## config.mk

```make
export PLATFORM = sky130hd
export DESIGN_NAME = tc_irq_ctrl
export DESIGN_NICKNAME = d
export VERILOG_FILES = /design/src/rtl/tc_irq_ctrl.sv
export SDC_FILE = /design/constraint.sdc
export NUM_CORES = 1
export LEC_CHECK = 0
export ABC_AREA = 1
export CAP_MARGIN = 5
export CORE_ASPECT_RATIO = 2
export CORE_MARGIN = 4
export CORE_UTILIZATION = 37
export DETAILED_ROUTE_END_ITERATION = 10
export PLACE_DENSITY = 0.67
export SLEW_MARGIN = 25
export SYNTH_ARGS = -nofsm -noshare
export SYNTH_HDL_FRONTEND = slang
export SYNTH_SLANG_ARGS = --single-unit
```

## constraint.sdc

```tcl
create_clock -name clk -period 1.75 [get_ports clk]
set_clock_uncertainty 0.2 [all_clocks]
set_input_delay 0.175 -clock clk [delete_from_list [all_inputs] [get_ports clk]]
set_output_delay 0.175 -clock clk [all_outputs]
set_load 0.005 [all_outputs]
```

## src/rtl/tc_irq_ctrl.sv

```systemverilog
`default_nettype none
// ============================================================================
// Module   : tc_irq_ctrl
// Brief    : Timer interrupt controller. Pending/enable/GIE registers, fixed
//            priority arbitration and a vectored req/ack CPU handshake.
//            Optional: TC_IRQ_EDGE_DETECT_EN selects rising-edge capture.
// Revision : 1.0
// ============================================================================
module tc_irq_ctrl #(
    parameter int          NSRC      = 4,
    parameter logic [7:0]  VEC_BASE  = 8'h0B,
    parameter logic [7:0]  ADDR_PEND = 8'h3B,
    parameter logic [7:0]  ADDR_EN   = 8'h3D,
    parameter logic [7:0]  ADDR_CTRL = 8'h3F
) (
    input  logic            clk,
    input  logic            rst,
    input  logic [NSRC-1:0] src_irq,
    input  logic [7:0]      addr,
    input  logic [7:0]      wdata,
    input  logic            write,
    input  logic            read,
    output logic [7:0]      rdata,
    output logic            irq_req,
    output logic [7:0]      irq_vec,
    input  logic            irq_ack
);

    localparam logic [1:0] c_ST_IDLE = 2'd0;
    localparam logic [1:0] c_ST_ARB  = 2'd1;
    localparam logic [1:0] c_ST_REQ  = 2'd2;

    logic [1:0]      r_state;
    logic [NSRC-1:0] r_pend;
    logic [NSRC-1:0] r_en;
    logic            r_gie;
    logic [2:0]      r_win;

    logic [NSRC-1:0] w_set;
    logic [NSRC-1:0] w_sw_clr;
    logic [NSRC-1:0] w_ack_clr;
    logic [NSRC-1:0] w_act;
    logic [2:0]      w_win;
    logic            w_ack;
    logic            w_wr_pend;
    logic            w_wr_en;
    logic            w_wr_ctrl;
    logic [7:0]      w_pend8;
    logic [7:0]      w_en8;
    logic [7:0]      w_rd_mux;
    logic            w_unused;

    assign w_unused  = ^wdata;
    assign w_wr_pend = write && (addr == ADDR_PEND);
    assign w_wr_en   = write && (addr == ADDR_EN);
    assign w_wr_ctrl = write && (addr == ADDR_CTRL);
    assign w_ack     = (r_state == c_ST_REQ) && irq_ack;
    assign w_act     = r_pend & r_en;
    assign w_sw_clr  = w_wr_pend ? wdata[NSRC-1:0] : '0;

`ifdef TC_IRQ_EDGE_DETECT_EN
    logic [NSRC-1:0] r_prev;

    always_ff @(posedge clk or posedge rst) begin
        if (rst) begin
            r_prev <= '0;
        end else begin
            r_prev <= src_irq;
        end
    end

    assign w_set = src_irq & ~r_prev;
`else
    assign w_set = src_irq;
`endif

    // Lowest active index wins: scan downward so the last hit is the smallest.
    always_comb begin
        w_win = '0;
        for (int i = NSRC - 1; i >= 0; i--) begin
            if (w_act[i]) begin
                w_win = 3'(i);
            end
        end
    end

    always_comb begin
        w_ack_clr = '0;
        for (int i = 0; i < NSRC; i++) begin
            w_ack_clr[i] = w_ack && (r_win == 3'(i));
        end
    end

    always_comb begin
        w_pend8             = '0;
        w_en8               = '0;
        w_pend8[NSRC-1:0]   = r_pend;
        w_en8[NSRC-1:0]     = r_en;
    end

    always_comb begin
        w_rd_mux = 8'h00;
        if (addr == ADDR_PEND) begin
            w_rd_mux = w_pend8;
        end else if (addr == ADDR_EN) begin
            w_rd_mux = w_en8;
        end else if (addr == ADDR_CTRL) begin
            w_rd_mux = {7'd0, r_gie};
        end
    end

    // Set is OR-ed in last so it overrides any clear in the same cycle.
    always_ff @(posedge clk or posedge rst) begin
        if (rst) begin
            r_pend <= '0;
            r_en   <= '0;
            r_gie  <= 1'b0;
            rdata  <= 8'h00;
        end else begin
            r_pend <= (r_pend & ~(w_sw_clr | w_ack_clr)) | w_set;
            if (w_wr_en) begin
                r_en <= wdata[NSRC-1:0];
            end
            if (w_ack) begin
                r_gie <= 1'b0;
            end else if (w_wr_ctrl) begin
                r_gie <= wdata[0];
            end
            if (read) begin
                rdata <= w_rd_mux;
            end
        end
    end

    always_ff @(posedge clk or posedge rst) begin
        if (rst) begin
            r_state <= c_ST_IDLE;
            r_win   <= '0;
            irq_req <= 1'b0;
            irq_vec <= 8'h00;
        end else begin
            case (r_state)
                c_ST_IDLE: begin
                    if (r_gie && (w_act != '0)) begin
                        r_win   <= w_win;
                        r_state <= c_ST_ARB;
                    end
                end
                c_ST_ARB: begin
                    irq_vec <= VEC_BASE + {5'd0, r_win};
                    irq_req <= 1'b1;
                    r_state <= c_ST_REQ;
                end
                c_ST_REQ: begin
                    if (irq_ack) begin
                        irq_req <= 1'b0;
                        r_state <= c_ST_IDLE;
                    end
                end
                default: begin
                    irq_req <= 1'b0;
                    r_state <= c_ST_IDLE;
                end
            endcase
        end
    end

endmodule
`default_nettype wire

```

==> impl_metrics.tcl <==
set metrics [dict create \
    status "finished, final reports clean" \
    cts-root-buf "clkbuf_8" \
    worst_hold_slack_ns 0.0439 \
    worst_min_path_class "primary input to async pin" \
    antenna_found_initial 0 \
    critical_path_arrival_ns 1.13 \
    fp-row-count 29 \
    ctsHoldBuffers 0 \
    unrepaired_setup_endpoints_after_global_routing "no" \
    die_height_um 90.0 \
    first_pass_grt_wire_length_mm 4.62 \
    number_of_sinks_handled_by_clock_tree_synthesis 22 \
    finalCritPeriodShare 0.861 \
    number_of_vias_after_detailed_routing 1054 \
    synth_seq_area_share 0.443 \
    worstReg2RegStart "r_state[0]$_DFFE_PP0P_" \
    power.static_leakage_nw 0.852 \
    fillCellCount 345 \
    placedCellCount 221 \
    globalRouteOverflowTotal 0 \
    wl_mm 2.68 \
    post-cts-setup-buffers 0 \
    avgRoutedWirePerCell_um 11.9 \
    synth.top_cells.by_count "nand2_1, inv_1, dfrtp_1, nand3_1, o21ai_0" \
    initial_drt_pass_iterations 4 \
    grt_max_degree 23 \
    final_hold_violation_count 0 \
    cp-startpoint "rdata[1]$_DFFE_PP0P_" \
    start_util 0.389 \
    synth_area_um2 1240 \
    ys_seq_elements 22 \
    p_per_area_nw_per_um2 929 \
    timing_max_transition_violations_final 0 \
    htree_num_levels 1 \
    layout.area.seq_um2 551 \
    async_reset_ff_frac 1.00 \
    cts-buffers-inserted 3 \
    cp_num_buf_inv 1 \
    layout.cells.non_filler 225 \
    dp_hpwl_mm 2.25 \
    synth.top_cell.area_share 0.443 \
    worst_setup_path_end_kind "output pin" \
    criticalPathCategory "register to output pin" \
    drtIter0Drc 37 \
    max-cap-violations 0 \
    max_freq_mhz 664 \
    finalSetupViolations 0 \
    die_x_um 49.0 \
    drcViolationCount 0 \
    postCtsResizedCells 0 \
    multi_input_area_um2 551 \
    tns_ns 0 \
    synth-warning-count 0 \
    ordered_list_of_cells_on_the_worst_path "clkdlybuf4s50_1" \
    grt.total_usage 0.129 \
    gp_routability_congestion 0.824 \
    critical_path.startpoint_type "register" \
    diodes 0 \
    cts.path.max_buffers 2 \
    drtAntennaViolNets 0 \
    shortest_period_the_worst_path_allows_ns 1.51 \
    cp_top_family "buffers and inverters" \
    viasPerCell 4.68 \
    synth.area.top_cells "dfrtp_1, nand2_1, inv_1" \
    synth-edff-count 0 \
    path_max_fanout 2 \
    peak_ir_drop_on_the_vdd_network_mv 0.749 \
    synthesis.area_per_instance_um2 7.72 \
    worst_path_max_stage_delay_ns 0.51 \
    tritoncts "done" \
    cp_max_stage_cell "clkdlybuf4s50_1" \
    clk_latency_ns 0.26 \
    first_global_vias 1087 \
    synthCells 161 \
    finalNetCount 224 \
    die_area_um2 4410 \
    clkTransAtPathRegs_ns 0.08 \
    critical_path_required_ns 1.37 \
    synthFlopType "dfrtp_1" \
    yosys.cell_count.top_type "nand2_1" \
    io_pins 42 \
    synth_cell_types 18 \
    synthDominantAreaCellType "dfrtp_1" \
    core_area_um2 3190 \
    placement.io_buffers 29 \
    area_delta_synth_final_pct 30.1 \
    drive_above_1_share 0.0722 \
]
[worst paths after layout]
kind | end | slack (ns) | depth (start not counted)
setup / recovery | rdata[1] | 0.24 | 1
hold / removal | r_state[1]$_DFFE_PP0P_ | 0.04 | 3
setup reg to reg | r_pend[3]$_DFF_PP0_ | 0.35 | 6
hold reg to reg | irq_vec[3]$_DFFE_PP0P_ | 0.27 | 2
max in group asynchronous | r_pend[3]$_DFF_PP0_ | 1.08 | 3
min in group clk | r_pend[3]$_DFF_PP0_ | 0.24 | 3
[flip-flops by register name, summed over array words and instances (netlist names)]
signal,flops
r_pend,4
irq_req,1
r_gie,1
rdata,4
irq_vec,4
r_en,4
r_win,2
r_state,2
[logic make-up after synthesis]
family                     synth area share
and+or+nand+nor                       0.310
other                               0.00302
adders and majority gates            0.0402
DFF                                   0.443
AOI/OAI and AO/OA                    0.0684
buffers and inverters                 0.136
[routing by layer]
metal	global-route usage	vias up	wire length, um
met5	0	-	0
met3	0.0315	10	133
met2	0.235	26	1510
met4	0.0876	0	123
li1	-	536	-
met1	0.119	482	917
[area by class of cell]
type / count / area share
flip-flops and latches: 22 / 0.340
multi-input cells: 109 / 0.340
well taps: 31 / 0.0240
clock buffers: 3 / 0.0255
repair buffers: 30 / 0.184
clock inverters: 1 / 0.0186
inverters: 29 / 0.0673
[stage by stage]
step	power (mW)	instance area (um^2)	worst slack, ns	utilization
CTS	1.52	1620	0.236	0.507
detailed placement	1.05	1550	0.0783	0.484
global route	1.62	1620	0.145	0.507
floorplan	0.863	1270	0.506	-
finish	1.50	1620	0.244	0.507
global placement	1.04	1550	0.110	0.484
[cell usage in the layout, fill, tap and decap left out]
cell / n
clkbuf_8: 3
nor2_1: 9
nand2_4: 1
nand2_1: 48
nor2_8: 2
clkdlybuf4s50_1: 29
o21ai_1: 5
bufinv_16: 1
nor2_4: 2
ha_1: 4
nand3_1: 12
o21ai_0: 10
buf_4: 1
dfrtp_1: 22
a21oi_1: 2
nand4_1: 1
conb_1: 8
and2_1: 1
inv_1: 29
nor2_2: 1
nand2_2: 3
[report_power, final]
group	switching (mW)	internal (mW)
Clock	0.163	0.305
Combinational	0.184	0.193
Sequential	0.0634	0.595
(Power assumes the default switching activity.)
